===== src/rtl/if_fetch_ctrl.sv =====
// Fetch-stage controller: PC, imem handshake, 1-entry hold buffer
// and the IF/ID pipeline register for the 16-bit RISC core.
module if_fetch_ctrl #(
    parameter int                 PC_W      = 16,
    parameter int                 INSTR_W   = 16,
    parameter logic [PC_W-1:0]    RESET_PC  = 16'h0000,
    parameter logic [INSTR_W-1:0] NOP_INSTR = 16'h0800,
    parameter logic [4:0]         HALT_OP   = 5'b00000
) (
    input  logic               clk,
    input  logic               rst_n,
    input  logic               pause_pc,
    input  logic               wrt_IF_ID,
    input  logic               flush,
    input  logic [PC_W-1:0]    br_target,
    input  logic               imem_rdy,
    input  logic [INSTR_W-1:0] imem_instr,
    output logic               imem_req,
    output logic [PC_W-1:0]    imem_addr,
    output logic [INSTR_W-1:0] instr_IF_ID,
    output logic [PC_W-1:0]    pc2_IF_ID,
    output logic               valid_IF_ID,
    output logic               halted
);

    typedef enum logic [1:0] {
        S_FETCH,
        S_WAIT,
        S_DRAIN,
        S_HALT
    } state_t;

    localparam logic [PC_W-1:0] PC_STEP = PC_W'(2);

    state_t             state;
    logic [PC_W-1:0]    pc;
    logic [PC_W-1:0]    out_addr;
    logic               hold_valid;
    logic [INSTR_W-1:0] hold_instr;
    logic [PC_W-1:0]    hold_pc2;

    logic               accept;
    logic               resp_halt;
    logic [PC_W-1:0]    resp_pc2;
    logic               ifid_wr;

    // Request generation: a miss or drain keeps the request up regardless of pause
    always_comb begin
        imem_req = 1'b0;
        unique case (state)
            S_FETCH: imem_req = ~pause_pc & ~hold_valid;
            S_WAIT:  imem_req = 1'b1;
            S_DRAIN: imem_req = 1'b1;
            S_HALT:  imem_req = 1'b0;
        endcase
        if (!rst_n) begin
            imem_req = 1'b0;
        end
    end

    assign imem_addr = (state == S_FETCH) ? pc : out_addr;
    assign accept    = imem_req & imem_rdy & ((state == S_FETCH) | (state == S_WAIT));
    assign resp_halt = (imem_instr[INSTR_W-1 -: 5] == HALT_OP);
    assign resp_pc2  = imem_addr + PC_STEP;
    assign ifid_wr   = wrt_IF_ID & ~flush;

    // Fetch FSM, PC, hold buffer and IF/ID register
    always_ff @(posedge clk) begin
        if (!rst_n) begin
            state       <= S_FETCH;
            pc          <= RESET_PC;
            out_addr    <= RESET_PC;
            hold_valid  <= 1'b0;
            hold_instr  <= NOP_INSTR;
            hold_pc2    <= '0;
            instr_IF_ID <= NOP_INSTR;
            pc2_IF_ID   <= '0;
            valid_IF_ID <= 1'b0;
            halted      <= 1'b0;
        end else if (flush) begin
            pc          <= br_target;
            hold_valid  <= 1'b0;
            instr_IF_ID <= NOP_INSTR;
            valid_IF_ID <= 1'b0;
            halted      <= 1'b0;
            // An unanswered request must still be drained at its old address
            if (((state == S_WAIT) || (state == S_DRAIN)) && !imem_rdy) begin
                state <= S_DRAIN;
            end else begin
                state <= S_FETCH;
            end
        end else begin
            unique case (state)
                S_FETCH: begin
                    if (imem_req && !imem_rdy) begin
                        out_addr <= pc;
                        state    <= S_WAIT;
                    end
                end
                S_WAIT: begin
                end
                S_DRAIN: begin
                    if (imem_rdy) begin
                        state <= S_FETCH;
                    end
                end
                S_HALT: begin
                end
            endcase

            if (accept) begin
                if (resp_halt) begin
                    state  <= S_HALT;
                    halted <= 1'b1;
                end else begin
                    pc    <= pc + PC_STEP;
                    state <= S_FETCH;
                end
            end

            if (ifid_wr) begin
                if (hold_valid) begin
                    instr_IF_ID <= hold_instr;
                    pc2_IF_ID   <= hold_pc2;
                    valid_IF_ID <= 1'b1;
                    hold_valid  <= 1'b0;
                end else if (accept) begin
                    instr_IF_ID <= imem_instr;
                    pc2_IF_ID   <= resp_pc2;
                    valid_IF_ID <= 1'b1;
                end else begin
                    instr_IF_ID <= NOP_INSTR;
                    valid_IF_ID <= 1'b0;
                end
            end

            // A response that cannot go straight to IF/ID is parked
            if (accept && !(ifid_wr && !hold_valid)) begin
                hold_valid <= 1'b1;
                hold_instr <= imem_instr;
                hold_pc2   <= resp_pc2;
            end
        end
    end

endmodule


===== config.mk =====
export PLATFORM = sky130hd
export DESIGN_NAME = if_fetch_ctrl
export DESIGN_NICKNAME = d
export VERILOG_FILES = /design/src/rtl/if_fetch_ctrl.sv
export SDC_FILE = /design/constraint.sdc
export NUM_CORES = 1
export LEC_CHECK = 0
export CORE_MARGIN = 3
export CORE_UTILIZATION = 52
export DETAILED_ROUTE_END_ITERATION = 10
export PLACE_DENSITY = 0.79
export SYNTH_ARGS = -nofsm -noshare
export SYNTH_HDL_FRONTEND = slang
export SYNTH_SLANG_ARGS = --single-unit

===== constraint.sdc =====
create_clock -name clk -period 3.9 [get_ports clk]
set_input_delay 0.78 -clock clk [delete_from_list [all_inputs] [get_ports clk]]
set_output_delay 0.78 -clock clk [all_outputs]
set_load 0.005 [all_outputs]

# --- After elaboration in Yosys (flattened, before gate mapping) ---
# Cells that the tools add are included.
op_classes:
  n_addsub: 2
  n_reduce_logical: 22
  bitwise_logic: 9
  eq_ne: 6
  muxes: 21
op_table:
  columns: ["cell", "count"]
  rows:
  - ["$mux 16", 8]
  - ["$add 16x2->16 const B", 2]
  - ["$mux 2", 6]
  - ["$reduce_and 3->1", 3]
  - ["$reduce_and 2->1", 3]
  - ["$reduce_bool 2->1", 3]
  - ["$logic_not 5->1", 1]
  - ["$mux 1", 5]
  - ["$and 1x1->1", 4]
  - ["$eq 2x2->1 const B", 2]
  - ["$logic_and 1x1->1", 4]
  - ["$ne 4x3->1 const B", 1]
  - ["$ne 4x4->1 const B", 1]
  - ["$not 1->1", 4]
  - ["$pmux 2 s2", 1]
  - ["$reduce_bool 4->1", 1]
  - ["$reduce_or 2->1", 2]
  - ["$logic_not 1->1", 3]
  - ["$pmux 1 s3", 1]
  - ["$eq 2x1->1 const B", 1]
  - ["$logic_not 2->1", 1]
  - ["$ne 2x2->1 const B", 1]
  - ["$logic_or 1x1->1", 1]
  - ["$or 1x1->1", 1]
totals:
  wordCells: 70
  regBits: 101

# --- Logic depth before layout (Yosys ltp) ---
logic_depth:
  ltp_word: 9
  mapped_depth: 11

# --- Least setup slack after synthesis ---
# No wires, ideal clock.
synth_timing:
  path_type: "register -> register"
  start: "register state[0]"
  end: "register pc2_IF_ID[15]"
  stages_incl_launch_ff: 12
  setup_slack_ps: 1014
  arrival_time_ps: 2824
  n_path_buf: 3
  synth_period_minus_slack_ps: 2886
  path_cell_list: "dfxtp_1 inv_1 ha_1 buf_2 buf_1 mux2_2 ha_1 o211a_1 clkbuf_1 and4_1 a2111o_1 nand3_1"
synth_rtl:
  columns: ["item", "line", "text"]
  rows:
  - ["start: declaration", "35", "state_t state;"]
  - ["start signal: assignment", "70", "state <= S_FETCH;"]
  - ["start signal: assignment", "88", "state <= S_DRAIN;"]
  - ["start signal: assignment", "90", "state <= S_FETCH;"]
  - ["$logic_not 2->1", "61", "assign imem_addr = (state == S_FETCH) ? pc : out_addr;"]
  - ["$mux 16", "61", null]
  - ["net imem_addr[1]", "19", "output logic [PC_W-1:0] imem_addr,"]
  - ["$add 16x2->16", "64", "assign resp_pc2 = imem_addr + PC_STEP;"]
  - ["$mux 16", "127", "end else if (accept) begin"]
  - ["$mux 16", "122", "if (hold_valid) begin"]
  - ["end signal: assignment", "124", "pc2_IF_ID <= hold_pc2;"]
  - ["end signal: assignment", "129", "pc2_IF_ID <= resp_pc2;"]
  - ["end: declaration", "21", "output logic [PC_W-1:0] pc2_IF_ID,"]
# The timed path passes the listed nets, and every way through them passes these cells. The select of a mux whose other input is x is not followed.
# A chain may end at the register's enable or synchronous reset.

# --- Final worst setup path ---
layout_timing:
  start: "input port rst_n"
  end: "output port imem_req"
layout_between:
  elab_chain_len: 1
layout_rtl:
  columns: ["item", "line", "text"]
  rows:
  - ["start: declaration", "11", "input logic rst_n,"]
  - ["$mux 1", "56", "if (!rst_n) begin"]
  - ["end: declaration", "18", "output logic imem_req,"]
# No other way between the ends.

==> flow_summary.yaml <==
floorplanning:
  ios: 89
  die_w_um: 102.4
  die-area_mm2: 0.01048
  initial_core_util_pct: 54.33
  design.core.area_mm2: 0.008891
  std_cell_rows: 34
  die_h_um: 102.4
drt:
  viasPerCell: 5.898
  firstDrtPassIters: 5
  vias: 4612
  drtAntennaViolNets: 0
  drt-total-wl_um: 12720
  drt-initial-drc-count: 279
  drc_errors: 0
  wl_per_cell_um: 16.26
synthesis:
  yosysSeqAreaShare_pct: 41.85
  ys_async_sr_fraction_pct: 0
  syn-cell-area_mm2: 0.004831
  yosys_warnings: 0
  syn_inst: 607
  synthTopCellsByArea: "dfxtp_1 42%, nand2_1 7.9%, a21oi_1 7.0%"
  ys_seq_elements: 101
  syn_area_per_cell_um2: 7.959
  synth_top_area_cell: "dfxtp_1"
  synth-edff-count: 0
  synth_cell_type_count: 57
  synth_top_area_share_pct: 41.85
  synth_ff_type: "dfxtp_1"
  synth_nets: 651
sta:
  skew_ps: 9.625
  tns_ps: 0
  max_clock_freq_ghz: 0.2933
  setup_ws_ps: 490.5
  finalCriticalPeriod_ps: 3410
  max_slew_margin_pct: 21.89
  tightest_slew_ps: 1164
  min_period_over_period_pct: 87.42
  grt_setup_unrepaired: "false"
  setup_violations: 0
  hold_viol_final: 0
  finalMaxSlewViolations: 0
critical_path:
  rrSetupSlack_ps: 1060
  crit_family: "buffers and inverters"
  worst-path-buf-inv: 3
  slowest_delay_ps: 560
  cpMaxStageDelayCell: "nor2_1"
  ff2ff_path_depth: 9
  crit_type: "in -> out"
  cp.arrival_ps: 2630
  worstReg2RegEnd: "pc2_IF_ID[15]"
  r2r_start: "state[0]"
  worst_setup_path_end_kind: "output port"
  cp_common_cell: "clkdlybuf4s50_1"
  path_cells: "clkdlybuf4s50_1, and3b_1, nor2_1, inv_1, clkdlybuf4s50_1"
  cp_max_fo: 9
  cp.required_ps: 3120
  startpoint_type: "input pin"
placed_design:
  pre_cts_slack_ps: 574.2
  place.gp.congestion: 0.8813
  port_buffers: 88
  post_dp_cell_area_mm2: 0.005753
  place_hpwl_um: 9026
cells_and_area:
  nets: 714
  final_util_pct: 66.83
  finalInstanceArea_mm2: 0.005942
  fillers: 764
  final_cell_mix: "102 x nand2_1, 101 x dfxtp_1, 88 x clkdlybuf4s50_1, 68 x a21oi_1, 48 x o21ai_0"
  final_common_cell: "nand2_1"
  num_antenna_cells: 0
  layout-drive-gt1-share_pct: 6.677
  area.growth.synth_to_final_pct: 23.00
global_routing:
  grt_pass1_vias: 4278
  grt_max_degree: 44
  grt_use_met3_pct: 3.140
  grtUsageTotal_pct: 24.48
  antenna_found_initial: 0
  overflow: 0
  grt.busiest_layer: "met2"
  use_met1_pct: 33.67
  grt_pass1_wl_um: 20600
  met2_usage_pct: 40.03
clocking:
  post-cts-setup-buffers: 0
  root_buffer: "clkbuf_8"
  cts_tree: "built"
  ctsHtreeMaxLevel: 3
  clk_pin_slew_ps: 90
  hold_buffers: 0
  insertion_delay_ps: 360
  cts.repair.resized: 0
  cts_buffer_depth: 2
  cts.sinks: 101
  numCtsBuffers: 9
power_and_ir_drop:
  p_leak_nw: 2.160
  clkPwrFrac_pct: 31.8
  combPwrFrac_pct: 14.9
  intPower_mw: 1.505
  cellPowerDensity_mw_per_mm2: 345.1
  p_sw_mw: 0.5452
  p_seq_share_pct: 53.4
  switching_share_pct: 26.59
  max-vdd-ir-drop_v: 0.0002081
min_path:
  hold_depth: 2
  holdPathEnd: "hold_instr[1]"
  min_from: "hold_instr[1]"
  hold_class: "reg -> reg"
status:
  status: "finished, final reports clean"
run:
  drv_cap: 0
flip-flops by register name (all words and copies together) (netlist names):
name         flops
hold_instr      16
hold_pc2        16
instr_IF_ID     16
out_addr        16
pc2_IF_ID       16
pc              16
state            2
halted           1
hold_valid       1
valid_IF_ID      1
power by group through the flow:
stage	registers [mW]	clock network (mW)	logic, mW
2_1_floorplan	1.10	0	0.171
3_3_place_gp	1.11	0	0.295
3_5_place_dp	1.12	0	0.300
4_1_cts	1.09	0.655	0.302
5_1_grt	1.10	0.698	0.331
6_report	1.09	0.652	0.305
per-layer routing:
metal | part of all wire (%) | wire [µm] | vias to the layer above
li1 | - | - | 2272
met1 | 45 | 5706 | 2147
met2 | 48 | 6067 | 171
met3 | 5.8 | 738 | 22
met4 | 1.6 | 205 | 0
met5 | 0 | 0 | -
synthesized netlist by cell type, drive strengths merged (3+ instances only):
library cell,number
a211oi,5
a21oi,69
a221oi,15
a31oi,7
and3,7
buf,10
clkbuf,40
dfxtp,101
ha,6
inv,13
mux2,10
mux2i,12
nand2,102
nand2b,5
nand3,23
nand4,5
nor2,43
nor3,13
nor4,5
o2111ai,3
o211ai,3
o21ai,49
o31ai,3
xnor2,17
xor2,3
cell families after synthesis:
group | after synthesis | share of synthesized area [%]
xor gates and xnor gates | 20 | 3.626
buffers and inverters | 64 | 5.335
AOI/OAI and AO/OA | 174 | 21.99
and+or+nand+nor | 220 | 20.82
muxes | 22 | 4.818
DFF | 101 | 41.85
adders and majority gates | 6 | 1.554
area by class of cell:
class / instances / area (µm²) / share of cell area, %
Multi-Input combinational cell: 442 / 2557 / 43.04
Sequential cell: 101 / 2022 / 34.03
Timing Repair Buffer: 102 / 985.9 / 16.59
Tap cell: 108 / 135.1 / 2.274
Clock buffer: 10 / 127.6 / 2.148
Clock inverter: 5 / 61.31 / 1.032
Inverter: 14 / 52.55 / 0.8844
worst max-delay path by stage:
| stage | startpoint | to | slack, ps | cells past startpoint |
|---|---|---|---|---|
| floorplan | state[0] | pc2_IF_ID[15] | 1010 | 11 |
| detailed placement | rst_n | imem_req | 570 | 5 |
| CTS | rst_n | imem_req | 540 | 5 |
| global route | state[0] | imem_req | 390 | 6 |
| global placement | rst_n | imem_req | 540 | 5 |
| finish | rst_n | imem_req | 490 | 5 |
through the flow:
stage / total power [mW] / instances / hold slack [ps]
final: 2.051 / 782 / 459.2
after global placement: 1.410 / 767 / 440.9
after floorplan: 1.275 / 607 / 433.3
after CTS: 2.050 / 782 / 459.0
after detailed placement: 1.417 / 767 / 446.4
after global routing: 2.128 / 782 / 476.5
worst register-to-register path: stages (launching register included):
cell and delay (ps):
dfxtp_1 380, inv_1 100, ha_1 320, nor4bb_1 190
buf_4 160, o21ai_1 890, a21oi_2 110, buf_4 260
o221ai_1 210, nand3_1 100
Power figures use the tool's default switching activity.
